## src/rtl/alu_pkg.sv

```systemverilog
// Shared ALU definitions: condition-code encodings and status-flag bit positions.
package alu_pkg;
   localparam logic [3:0] COND_EQ = 4'h0;
   localparam logic [3:0] COND_NE = 4'h1;
   localparam logic [3:0] COND_LTS = 4'h2;
   localparam logic [3:0] COND_GES = 4'h3;
   localparam logic [3:0] COND_LTU = 4'h4;
   localparam logic [3:0] COND_GEU = 4'h5;
   localparam logic [3:0] COND_GTS = 4'h6;
   localparam logic [3:0] COND_LES = 4'h7;
   localparam logic [3:0] COND_GTU = 4'h8;
   localparam logic [3:0] COND_LEU = 4'h9;
   localparam logic [3:0] COND_VS = 4'hA;
   localparam logic [3:0] COND_VC = 4'hB;
   localparam logic [3:0] COND_MI = 4'hC;
   localparam logic [3:0] COND_PL = 4'hD;
   localparam logic [3:0] COND_AL = 4'hE;
   localparam logic [3:0] COND_NV = 4'hF;

   localparam int FLG_N = 3;
   localparam int FLG_Z = 2;
   localparam int FLG_V = 1;
   localparam int FLG_B = 0;
endpackage

```

## src/rtl/cond_eval.sv

```systemverilog
// Condition-code evaluator: {N,Z,V,B} flags and a 4-bit condition -> taken.
// Purely combinational, no latency, no flow control.
module cond_eval
   import alu_pkg::*;
(
   input  logic [3:0] i_flags,
   input  logic [3:0] i_cond,
   output logic       o_taken
);
   logic w_n, w_z, w_v, w_b, w_s;

   assign w_n = i_flags[FLG_N];
   assign w_z = i_flags[FLG_Z];
   assign w_v = i_flags[FLG_V];
   assign w_b = i_flags[FLG_B];
   // signed less-than after a subtract is N xor V
   assign w_s = w_n ^ w_v;

   always_comb begin
      o_taken = 1'b0;
      case (i_cond)
         COND_EQ:  o_taken = w_z;
         COND_NE:  o_taken = ~w_z;
         COND_LTS: o_taken = w_s;
         COND_GES: o_taken = ~w_s;
         COND_LTU: o_taken = w_b;
         COND_GEU: o_taken = ~w_b;
         COND_GTS: o_taken = ~w_z & ~w_s;
         COND_LES: o_taken = w_z | w_s;
         COND_GTU: o_taken = ~w_b & ~w_z;
         COND_LEU: o_taken = w_b | w_z;
         COND_VS:  o_taken = w_v;
         COND_VC:  o_taken = ~w_v;
         COND_MI:  o_taken = w_n;
         COND_PL:  o_taken = ~w_n;
         COND_AL:  o_taken = 1'b1;
         default:  o_taken = 1'b0;
      endcase
   end
endmodule

```

## src/rtl/flag_cond_unit.sv

```systemverilog
// Flag status register plus condition-query responder; response 1 cycle after accept.
// Single output register: q_ready = ~r_valid | r_ready, r_* held while stalled.
module flag_cond_unit
   import alu_pkg::*;
#(
   parameter int TAG_W = 4,
   parameter int CNT_W = 16
) (
   input  logic             clk,
   input  logic             rst,
   input  logic             flags_we,
   input  logic             ZeroFlag,
   input  logic             NegativeFlag,
   input  logic             OverflowFlag,
   input  logic             BorrowFlag,
   input  logic             q_valid,
   output logic             q_ready,
   input  logic [3:0]       q_cond,
   input  logic [TAG_W-1:0] q_tag,
   output logic             r_valid,
   input  logic             r_ready,
   output logic             r_taken,
   output logic             r_err,
   output logic [TAG_W-1:0] r_tag,
   output logic [3:0]       flags_q,
   output logic             sticky_v,
   input  logic             sticky_clr,
   output logic [CNT_W-1:0] taken_cnt
);
   logic       r_flags_vld;
   logic [3:0] w_flags_in;
   logic [3:0] w_flags_eff;
   logic       w_flags_ok;
   logic       w_accept;
   logic       w_eval;
   logic       w_taken;

   assign w_flags_in  = {NegativeFlag, ZeroFlag, OverflowFlag, BorrowFlag};
   // same-cycle flag write bypasses the status register
   assign w_flags_eff = flags_we ? w_flags_in : flags_q;
   assign w_flags_ok  = flags_we | r_flags_vld;
   assign q_ready     = ~r_valid | r_ready;
   assign w_accept    = q_valid & q_ready;
   assign w_taken     = w_flags_ok & w_eval;

   cond_eval u_cond_eval (
      .i_flags (w_flags_eff),
      .i_cond  (q_cond),
      .o_taken (w_eval)
   );

   always_ff @(posedge clk) begin
      if (rst) begin
         r_flags_vld <= 1'b0;
         flags_q     <= 4'b0000;
         sticky_v    <= 1'b0;
      end else begin
         if (flags_we) begin
            flags_q     <= w_flags_in;
            r_flags_vld <= 1'b1;
         end
         if (flags_we & OverflowFlag) begin
            sticky_v <= 1'b1;
         end else if (sticky_clr) begin
            sticky_v <= 1'b0;
         end
      end
   end

   always_ff @(posedge clk) begin
      if (rst) begin
         r_valid   <= 1'b0;
         r_taken   <= 1'b0;
         r_err     <= 1'b0;
         r_tag     <= '0;
         taken_cnt <= '0;
      end else begin
         if (w_accept) begin
            r_valid <= 1'b1;
            r_taken <= w_taken;
            r_err   <= ~w_flags_ok;
            r_tag   <= q_tag;
         end else if (r_ready) begin
            r_valid <= 1'b0;
         end
         if (w_accept && w_taken && (taken_cnt != {CNT_W{1'b1}})) begin
            taken_cnt <= taken_cnt + 1'b1;
         end
      end
   end
endmodule

```

## config.mk

```make
export PLATFORM = sky130hd
export DESIGN_NAME = flag_cond_unit
export DESIGN_NICKNAME = d
export VERILOG_FILES = /design/src/rtl/alu_pkg.sv /design/src/rtl/cond_eval.sv /design/src/rtl/flag_cond_unit.sv
export SDC_FILE = /design/constraint.sdc
export NUM_CORES = 1
export LEC_CHECK = 0
export ABC_AREA = 0
export BUFFER_PORTS_ARGS = -buffer_cell sky130_fd_sc_hd__buf_4
export CORE_MARGIN = 8
export CORE_UTILIZATION = 53
export DETAILED_ROUTE_END_ITERATION = 8
export HOLD_SLACK_MARGIN = 0.06
export PLACE_DENSITY = 0.82
export SLEW_MARGIN = 0
export SYNTH_ARGS = -nofsm -noshare
export SYNTH_HDL_FRONTEND = slang
export SYNTH_HIERARCHICAL = 1
export SYNTH_SLANG_ARGS = --single-unit
```

## constraint.sdc

```tcl
create_clock -name clk -period 8.6 [get_ports clk]
set_input_delay 0.86 -clock clk [delete_from_list [all_inputs] [get_ports clk]]
set_output_delay 0.86 -clock clk [all_outputs]
set_load 0.05 [all_outputs]
```

# Word level (Yosys, flattened, before mapping)
# Cells that the tools add are included.
dict set report word_totals {
  in_bits 18
  regBits 29
}
dict set report classes {
  n_bitwise 17
  n_mux 6
  eq_ne 15
  n_reduce_logical 5
  n_addsub 1
}
# op n
set op_table {}
lappend op_table {{$eq 4x4->1 const B} 7}
lappend op_table {{$add 16x1->16 const B} 1}
lappend op_table {{$eq 4x3->1 const B} 4}
lappend op_table {{$ne 16x16->1 const B} 1}
lappend op_table {{$pmux 1 s15} 1}
lappend op_table {{$eq 4x2->1 const B} 2}
lappend op_table {{$not 1->1} 7}
lappend op_table {{$and 1x1->1} 5}
lappend op_table {{$eq 4x1->1 const B} 1}
lappend op_table {{$logic_not 4->1} 1}
lappend op_table {{$mux 1} 4}
lappend op_table {{$mux 4} 1}
lappend op_table {{$or 1x1->1} 4}
lappend op_table {{$reduce_bool 2->1} 2}
lappend op_table {{$logic_and 1x1->1} 2}
lappend op_table {{$xor 1x1->1} 1}

# Longest topological paths before layout
# Gate-level depths: netlist of run 1.
dict set report logic_depth {
  depth_word 8
  mapped_depth 12
  mapped_depth_nobuf 10
}

# Hierarchy
# Netlist of run 1, hierarchy kept.
# mod area_each_um2 cells_each seq_area_each_um2 instances
set modules_own_cells {}
lappend modules_own_cells {flag_cond_unit 1411.4 151 580.6 1}
lappend modules_own_cells {cond_eval 168.9 24 0.0 1}

# Worst setup path before layout of run 1
# No wires, ideal clock.
dict set report synth_path {
  path_kind {input to register}
  startpoint {input flags_we}
  endpoint {register taken_cnt[6]}
  path_stages 10
  t_required_ps 8479
  setup_ps 121
  setup_slack_ps 5290
  path_buffers 1
  arrival_time_ps 3190
  path_cell_list {buf_4 mux2_2 or4_1 a21oi_1 a31oi_1 o211ai_2 o211a_4 nand3_4 a2111oi_0 mux2_2}
}
dict set report synth_via {
  elab_cells_between_ends 16
  classes_between {2 x mux; 12 x bitwise; 2 x reduce/logical}
}
# item line
set synth_rtl {}
lappend synth_rtl {{start: declaration} flag_cond_unit.sv:11} ;# input logic flags_we,
lappend synth_rtl {{$mux 4 *} -}
lappend synth_rtl {{named net w_flags_eff[0]} flag_cond_unit.sv:32} ;# logic [3:0] w_flags_eff;
lappend synth_rtl {{$not 1->1} {cond_eval.sv:27, cond_eval.sv:30}}
lappend synth_rtl {{$and 1x1->1} cond_eval.sv:30} ;# COND_GTU: o_taken = ~w_b & ~w_z;
lappend synth_rtl {{$pmux 1 s15 *} cond_eval.sv:21} ;# case (i_cond)
lappend synth_rtl {{named net w_eval} flag_cond_unit.sv:35} ;# logic w_eval;
lappend synth_rtl {{$and 1x1->1 *} flag_cond_unit.sv:44} ;# assign w_taken = w_flags_ok & w_eval;
lappend synth_rtl {{$logic_and 1x1->1 * (2 in a row)} flag_cond_unit.sv:86} ;# if (w_accept && w_taken && (taken_cnt != {CNT_W{1'b1}})) begin
lappend synth_rtl {{end signal: assignment} flag_cond_unit.sv:87} ;# taken_cnt <= taken_cnt + 1'b1;
lappend synth_rtl {{end: declaration} flag_cond_unit.sv:28} ;# output logic [CNT_W-1:0] taken_cnt
# Mark *: on every way through the listed nets, which the timed path passes. The rest lies on a longest branch.
# A chain may end at the register's enable or synchronous reset.

# Worst setup path in the final report of run 1
dict set report layout_path {
  startpoint {input flags_we}
  endpoint {register taken_cnt[9]}
}
# The elaborated chain is that of the path after synthesis.

==> out/metrics.yaml, run 1 <==
status: "completed"
num_io_pins: 47
cts_hold_buf: 0
syn_inst: 175
fmax_ghz: 0.296
synth.distinct_cells: 52
avgRoutedWirePerCell_um: 15.7
intPower_uw: 227
grt_pass1_vias: 1535
cts_tree: "done"
tightest_slew_ns: 0.551
drcViolationCount: 0
fillers: 249
syn_nets: 194
grt_pass1_wl_mm: 6.83
hold_viol: 0
die_area_um2: 4990
final_net_count: 238
grt_max_degree: 32
p_switching_uw: 83.7
setup_violations: 0
start_util_pct: 53.5
ir_drop_mv: 0.0818
multiInputGateArea_um2: 916
dp_slack_ns: 4.91
report.final.slew_viol_count: 0
rsz0062_at_grt: "no"
cts_inserted_buffers: 5
cts_buffer_depth: 2
power_frac_clock_pct: 37.9
ff_latch_area_um2: 581
area_growth_syn_to_layout_pct: 26.2
fin_ws_ns: 5.22
cts_max_level: 2
grt_antenna_before_repair: 0
cp_max_fo: 11
clock_latency_ns: 0.33
arrival_ns: 3.59
worst-r2r-setup-slack_ns: 5.56
via_per_inst: 6.03
start_kind: "input port"
die_h_um: 70.6
final_antenna_net_count: 0
leakagePower_uw: 0.000836
worst_setup_path_end_kind: "flop"
place_congestion: 0.826
drv_cap: 0
overflow: 0
avgSynthCellArea_um2: 9.03
fp-row-count: 20
synth-edff-count: 0
fin_tns_setup_ns: 0
synth-seq-cells: 29
post_cts_buffers: 0
slew_headroom_pct: 62.9
drive_gt1_share_pct: 33.2
async_flop_share_pct: 0
worst-endpoint-required_ns: 8.80
clock-root-buffer: "clkbuf_4"
cts.sinks: 29
power_frac_seq_pct: 45.3
grt_use_total_pct: 16.3
hpwl_mm: 2.88
die_w_um: 70.6
port_buffers: 46
cts_resized: 0
core-area_um2: 2950
drtIter0Drc: 75
antenna_cells: 0
min_period_ns: 3.38
finClkSkew_ns: 0.0102
cts.clk_slew.worst_paths_ns: 0.10
routed_wirelength_mm: 3.98
drt_pre_antenna_iters: 4
powerDensity_nw_per_um2: 156
p_comb_share_pct: 16.8
period_share_pct: 39.3
synth-seq-area-share_pct: 36.7
criticalPathCategory: "in -> reg"
vias: 1526
synthFlopType: "dfxtp_1"
netlist_area_um2: 1580
hp-class: "reg -> reg"
swShare_pct: 26.9
synth_warnings: 6
-- state kept, by name (all words and copies together) (netlist names) --
name,cells
taken_cnt,16
flags_q,4
r_tag,4
r_err,1
r_flags_vld,1
r_taken,1
r_valid,1
sticky_v,1
-- worst paths after layout --
check	startpoint	endpoint	cells after the start
max	flags_we	taken_cnt[9]	10
min	r_tag[1]	r_tag[1]	2
max reg2reg	flags_q[1]	taken_cnt[9]	10
min reg2reg	r_tag[1]	r_tag[1]	2
-- cells in the mapped netlist, drive strengths merged (2+ instances only) --
master	number	area, µm²
dfxtp	29	581
a21oi	12	60.1
nor2	12	45.0
nand2	11	41.3
nand3	10	62.6
mux2	9	105
inv	7	26.3
buf	6	46.3
nor2b	6	37.5
nand2b	5	31.3
nand4	5	31.3
and2	4	25.0
nor3	4	20.0
o311ai	4	35.0
o41ai	4	35.0
and3	3	18.8
clkbuf	3	11.3
nor4b	3	32.5
o21ai	3	15.0
or2	3	18.8
a2111oi	2	18.8
a211oi	2	20.0
and4	2	17.5
and4b	2	20.0
mux2i	2	20.0
nor4	2	12.5
o211a	2	27.5
o211ai	2	20.0
o31ai	2	20.0
or4	2	15.0
xor2	2	17.5
-- layer usage --
metal / vias up / global-route usage [%] / part of all wire [%]
met5: - / 0 / 0
met4: 0 / 6.24 / 2.0
met3: 9 / 6.50 / 8.1
met2: 65 / 27.4 / 48
met1: 711 / 18.0 / 42
li1: 741 / - / -
-- worst max-delay path, cell delays in order --
cell and delay (ns):
buf_4 0.13, mux2_2 0.38, or4_1 0.47, a21oi_1 0.15, a31oi_1 0.07, o211ai_2 0.22, o211a_4 0.21, nand4_1 0.39
o311ai_0 0.55, o41ai_1 0.15
-- metrics by stage --
stage	instances	power [µW]	hold WS (ns)	cell area (µm²)	util (%)
finish	253	311	0.463	1990	67.5
global route	253	324	0.497	1990	67.5
CTS	253	313	0.470	1990	67.5
detailed placement	245	196	0.456	1910	64.7
global placement	245	194	0.443	1910	64.7
floorplan	175	179	0.490	1580	-
-- power groups by stage --
stage / Clock [µW] / Sequential, µW / Combinational [µW]
after floorplan: 0 / 157 / 21.8
after global placement: 0 / 144 / 50.5
after detailed placement: 0 / 144 / 52.0
after CTS: 120 / 141 / 52.3
after global routing: 126 / 142 / 56.7
final: 118 / 141 / 52.3
-- placed cells by master (no fill, tap or decap), types with 5 or more instances in the layout --
cell       n
buf_4     46
dfxtp_1   29
nor2_1    12
a21oi_1   12
nand2_1   11
nand3_1    9
mux2_2     8
inv_1      7
nor2b_1    6
nand2b_1   5
nand4_1    5
clkbuf_4   5
-- kinds of logic after synthesis --
family,count (synthesis),synth area share [%]
flops,29,36.7
xor+xnor,2,1.11
simple gates,78,29.7
buf+inv,16,5.30
fa+ha+maj,1,0.792
compound gates,38,18.4
mux,11,7.92
-- final cells by class --
| class | count | area share [%] |
|---|---|---|
| Multi-Input combinational cell | 130 | 45.9 |
| Sequential cell | 29 | 29.1 |
| Timing Repair Buffer | 46 | 17.3 |
| Clock buffer | 7 | 2.76 |
| Tap cell | 33 | 2.07 |
| Clock inverter | 1 | 1.51 |
| Inverter | 7 | 1.32 |
No activity file was read; power rests on OpenSTA's default activity.
==> inputs of run 2 (changes only) <==
ABC_AREA = 1   (was 0)
CORE_UTILIZATION = 46   (was 53)
PLACE_DENSITY = 0.75   (was 0.82)
clock period = 3.1 ns   (was 8.6 ns; I/O delays follow)
==> run 2 against run 1 <==
- non-clock buffer count unchanged
- clock skew is 0.0018 ns higher
- die area increased by 16%
- sequential share of layout area decreased by 1.5 points
- synthesized area up 5.5%
- critical endpoint is now taken_cnt[2]
- sequential cell count stayed put
- worst hold slack worse by 0.24 ns
- cell count up 44%
- final area grew 5.5%
==> out/metrics.yaml, run 2 <==
syn_nets: 286
die_h_um: 76.2
period_share_pct: 66.2
setup_violations: 0
slew_headroom_pct: 65.6
netlist_area_um2: 1670
start_kind: "flop"
clock_latency_ns: 0.33
cp_max_fo: 11
tightest_slew_ns: 0.515
grt_use_total_pct: 14.2
post_cts_buffers: 0
cts_buffer_depth: 2
routed_wirelength_mm: 4.04
hold_ws_ns: 0.223
grt_use_met3_pct: 5.66
cts_max_level: 2
final_net_count: 335
grt_max_degree: 19
drcViolationCount: 0
arrival_ns: 2.27
via_per_inst: 4.79
rr_endpoint: "taken_cnt[2]"
fmax_ghz: 0.487
cts_tree: "done"
fin_tns_setup_ns: 0
worst-r2r-setup-slack_ns: 1.05
synth-seq-area-share_pct: 34.8
avgSynthCellArea_um2: 6.24
worst_setup_path_end_kind: "flop"
worst-endpoint-required_ns: 3.32
synth_top_area_share_pct: 34.8
hpwl_mm: 3.16
fp-row-count: 22
vias: 1749
use_met2_pct: 22.0
drive_gt1_share_pct: 21.8
avgRoutedWirePerCell_um: 11.1
criticalPathCategory: "reg -> reg"
async_flop_share_pct: 0
synth-edff-count: 0
cts.clk_slew.worst_paths_ns: 0.10
grt_pass1_wl_mm: 6.95
busiest_layer: "met2"
cts_hold_buf: 0
powerDensity_nw_per_um2: 392
mostFrequentLayoutCell: "nand2_1"
status: "completed"
syn_inst: 267
final_cell_mix: "83 x nand2_1, 56 x nor2_1, 46 x buf_4"
whs_path_depth: 4
drv_cap: 0
hp-class: "in -> reg"
cts.sinks: 29
num_io_pins: 47
synth_warnings: 6
ir_drop_mv: 0.321
hold_viol: 0
grt_pass1_vias: 1550
hp-start: "sticky_clr"
overflow: 0
top_register: "taken_cnt"
cts_inserted_buffers: 5
port_buffers: 46
synth_area_leader_cell: "dfxtp_1"
leakagePower_uw: 0.000965
drt_pre_antenna_iters: 4
r2r_start: "flags_q[1]"
synthFlopType: "dfxtp_1"
grt_antenna_before_repair: 0
rsz0062_at_grt: "no"
clock-root-buffer: "clkbuf_4"
die_w_um: 76.2
core-area_um2: 3580
ys_top_cells_by_area: "dfxtp_1 35%, nand2_1 19%, nor2_1 13%"
final_antenna_net_count: 0
r2r_cells: 18
drtIter0Drc: 110
synth_most_common_cell: "nand2_1"
die_area_um2: 5800
reg.largest.list: "taken_cnt (16), flags_q (4), r_tag (4)"
hold_end: "sticky_v"
report.final.slew_viol_count: 0
start_util_pct: 46.6
min_period_ns: 2.05
met1_usage_pct: 17.0
cts_resized: 0
place_congestion: 0.859
largest_reg_flops: 16
finClkSkew_ns: 0.0121
ys_top_cells_by_count: "83 x nand2_1, 56 x nor2_1, 29 x dfxtp_1"
synth-seq-cells: 29
area_growth_syn_to_layout_pct: 26.3
synth.distinct_cells: 21
antenna_cells: 0
run 2: cell types whose count changed in the layout (fill, tap and decap cells not counted), moves of 4 or more:
cell	previous run	this run
o311ai_0	4	0
nor3_1	4	0
o21ai_0	3	12
nand2b_1	5	0
o41ai_1	4	0
nor2b_1	6	0
and2_1	4	0
inv_1	7	22
a21oi_1	12	19
nor2_2	0	6
nor2_1	12	56
nand2_1	11	83
nand3_1	9	20
mux2_2	8	0
run 2: cell families after synthesis:
kind of cell,Yosys count,share of synthesized area [%]
and+or+nand+nor,175,45.4
AOI/OAI and AO/OA,32,10.3
DFF,29,34.8
buffers and inverters,28,7.66
xor gates and xnor gates,2,1.05
adders and majority gates,1,0.751
run 2: how the worst max path moves through the flow:
| stage | startpoint | endpoint | slack [ns] | cells past startpoint |
|---|---|---|---|---|
| after global placement | flags_we | taken_cnt[2] | 0.91 | 19 |
| final | flags_q[1] | taken_cnt[2] | 1.05 | 18 |
| after CTS | flags_q[1] | taken_cnt[2] | 1.04 | 18 |
| after floorplan | flags_q[1] | taken_cnt[6] | 1.01 | 18 |
| after global routing | flags_q[1] | taken_cnt[15] | 0.72 | 19 |
| after detailed placement | flags_we | taken_cnt[2] | 0.83 | 19 |
run 2: power by group:
| group | internal, µW | switching (µW) | total [µW] |
|---|---|---|---|
| clock network | 131 | 133 | 264 |
| logic | 55.9 | 111 | 167 |
| registers | 386 | 8.46 | 394 |
| total | 573 | 252 | 825 |
run 2: stage by stage:
step	cell area, µm²	worst slack, ns	instances	util (%)	power, µW
5_1_grt	2100	0.716	365	58.8	869
2_1_floorplan	1670	1.01	267	-	517
6_report	2100	1.05	365	58.8	825
3_3_place_gp	2030	0.907	357	56.9	569
4_1_cts	2100	1.04	365	58.8	837
3_5_place_dp	2030	0.830	357	56.9	571
run 2: layer usage:
layer	part of all wire (%)	routed length, µm	vias to the layer above
li1	-	-	943
met1	47	1880	762
met2	46	1870	36
met3	5.8	233	8
met4	1.5	59	0
met5	0	0	-
run 2: critical path, cell delays in order (launching register included):
cell and delay [ns]:
dfxtp_1 0.32, nand2_1 0.08, nand2_1 0.09, inv_1 0.08, nand2_1 0.08, nand2_1 0.09, nand2_1 0.06, nand3_1 0.06
nand2_1 0.05, nand2_1 0.06, inv_1 0.03, nand2_1 0.06, inv_1 0.04, nor2_1 0.11, nand2_1 0.27, nor2_1 0.25
nand3_1 0.10, nand2_1 0.07, nor2_1 0.04
run 2: final cells by class:
type                    instances  area, µm²
repair buffers                 46        345
flip-flops and latches         29        581
clock inverters                 1       5.00
multi-input cells             210        958
clock buffers                   7       65.1
well taps                      48       60.1
inverters                      24       90.1
fillers                       375       1470
==> inputs of run 3 (changes only) <==
clock period = 1.7 ns   (was 3.1 ns; I/O delays follow)
==> run 3 against run 2 <==
- sequential share of layout area decreased by 3.1 points
- the run now ends with setup timing left
- largest power group unchanged
- wire length grew 14%
- maximum frequency grew 11%
- cell count is 6.0% higher
==> out/metrics.yaml, run 3 (same netlist as run 2, synthesis figures left out) <==
fin_tns_setup_ns: -1.67
hpwl_mm: 3.31
start_kind: "flop"
cp_max_fo: 5
drive_gt1_share_pct: 38.3
wl_met1_mm: 2.01
final_net_count: 357
fp-row-count: 22
cts.clk_slew.worst_paths_ns: 0.11
area_growth_syn_to_layout_pct: 46.5
final_cell_mix: "70 x nand2_1, 64 x buf_4, 44 x nor2_1"
tightest_slew_ns: 0.540
cts_buffer_depth: 2
hold_viol: 0
swShare_pct: 35.0
min_period_ns: 1.84
place_congestion: 0.920
violations: "setup timing"
die_w_um: 76.2
power_frac_clock_pct: 29.1
grt_antenna_before_repair: 0
p_comb_share_pct: 24.5
ir_drop_mv: 0.564
cts_tree: "done"
drt_pre_antenna_iters: 4
port_buffers: 46
final_antenna_net_count: 0
wl_met3_um: 275
report.final.slew_viol_count: 0
vias: 1893
die_h_um: 76.2
slew_headroom_pct: 64.0
criticalPathCategory: "reg -> reg"
intPower_uw: 1010
status: "finished, violations left"
rsz0062_at_grt: "yes"
leakagePower_uw: 0.00109
clock_latency_ns: 0.35
mostFrequentLayoutCell: "nand2_1"
grt_max_degree: 19
routed_wirelength_mm: 4.61
grt_pass1_vias: 1858
clock-root-buffer: "clkbuf_4"
fmax_ghz: 0.543
wl_met2_mm: 2.20
period_share_pct: 108
arrival_ns: 2.10
drcViolationCount: 0
cts_inserted_buffers: 5
power_frac_seq_pct: 46.4
setup_violations: 16
top_register: "taken_cnt"
largest_reg_flops: 16
reg.largest.list: "taken_cnt (16), flags_q (4), r_tag (4)"
cts.sinks: 29
worst-endpoint-required_ns: 1.96
finClkSkew_ns: 0.00742
fin_ws_ns: -0.143
core-area_um2: 3580
drv_cap: 0
num_io_pins: 47
drtIter0Drc: 79
antenna_cells: 0
powerDensity_nw_per_um2: 636
cts_max_level: 2
via_per_inst: 4.89
avgRoutedWirePerCell_um: 11.9
power.total_uw: 1550
start_util_pct: 46.6
hp-class: "in -> reg"
worst_setup_path_end_kind: "flop"
die_area_um2: 5800
overflow: 0
p_switching_uw: 543
top_layer_used: "met4"
grt_use_total_pct: 15.7
grt_pass1_wl_mm: 7.76
-- run 3: stage by stage --
step	hold WS (ns)	cells	area [µm²]	setup slack, ns	utilization [%]
detailed placement	0.430	373	2220	-0.326	62.2
global route	0.0697	387	2440	-0.326	68.2
CTS	0.0655	384	2380	-0.148	66.5
floorplan	0.239	267	1740	-0.0747	-
global placement	0.422	373	2220	-0.284	62.2
finish	0.0621	387	2440	-0.143	68.2
-- run 3: final timing paths --
check	start	end	slack, ns	depth (start not counted)
worst max-delay path	flags_q[3]	taken_cnt[6]	-0.14	19
worst min-delay path	rst	taken_cnt[5]	0.06	2
worst max register to register	flags_q[3]	taken_cnt[6]	-0.14	19
worst min register to register	r_taken	r_taken	0.48	2
-- run 3: timing repair --
item                                    CTS  global route
gates cloned                              0             0
endpoints found under the setup margin   17            17
pin swaps                                11             7
buffers inserted                          2             3
endpoints found under the hold margin     1             0
resized for setup                        19            15
hold buffers                              1             0
-- run 3: routing by layer --
| layer | vias up | track usage, % |
|---|---|---|
| met2 | 49 | 26.2 |
| met4 | 0 | 7.50 |
| li1 | 985 | - |
| met5 | - | 0 |
| met1 | 847 | 17.6 |
| met3 | 12 | 4.95 |
-- run 3: cell type report --
cell class / instances / area [µm²]
flip-flops and latches: 29 / 598
clock inverters: 3 / 21.3
well taps: 48 / 60.1
inverters: 24 / 90.1
fillers: 323 / 1140
multi-input cells: 210 / 1110
clock buffers: 5 / 37.5
repair buffers: 68 / 524
-- run 3: power groups by stage --
| stage | Clock (µW) | Sequential, µW | Combinational (µW) |
|---|---|---|---|
| 2_1_floorplan | 0 | 812 | 140 |
| 3_3_place_gp | 0 | 734 | 339 |
| 3_5_place_dp | 0 | 735 | 343 |
| 4_1_cts | 464 | 721 | 361 |
| 5_1_grt | 484 | 725 | 412 |
| 6_report | 451 | 721 | 380 |
-- run 3: worst max-delay path, stage by stage (launching register included) --
cell and delay (ns):
dfxtp_4 0.37, nand2_4 0.07, nand2_4 0.07, inv_2 0.07
nand2_4 0.06, nand2_2 0.08, nand2_1 0.05, nand3_1 0.06
nand2_1 0.05, nand2_1 0.06, inv_1 0.05, nand2_2 0.06
inv_2 0.04, nor2_2 0.10, nand2_2 0.10, buf_6 0.17
nor2_4 0.10, nand3_2 0.08, nand2_1 0.08, nor2_1 0.04
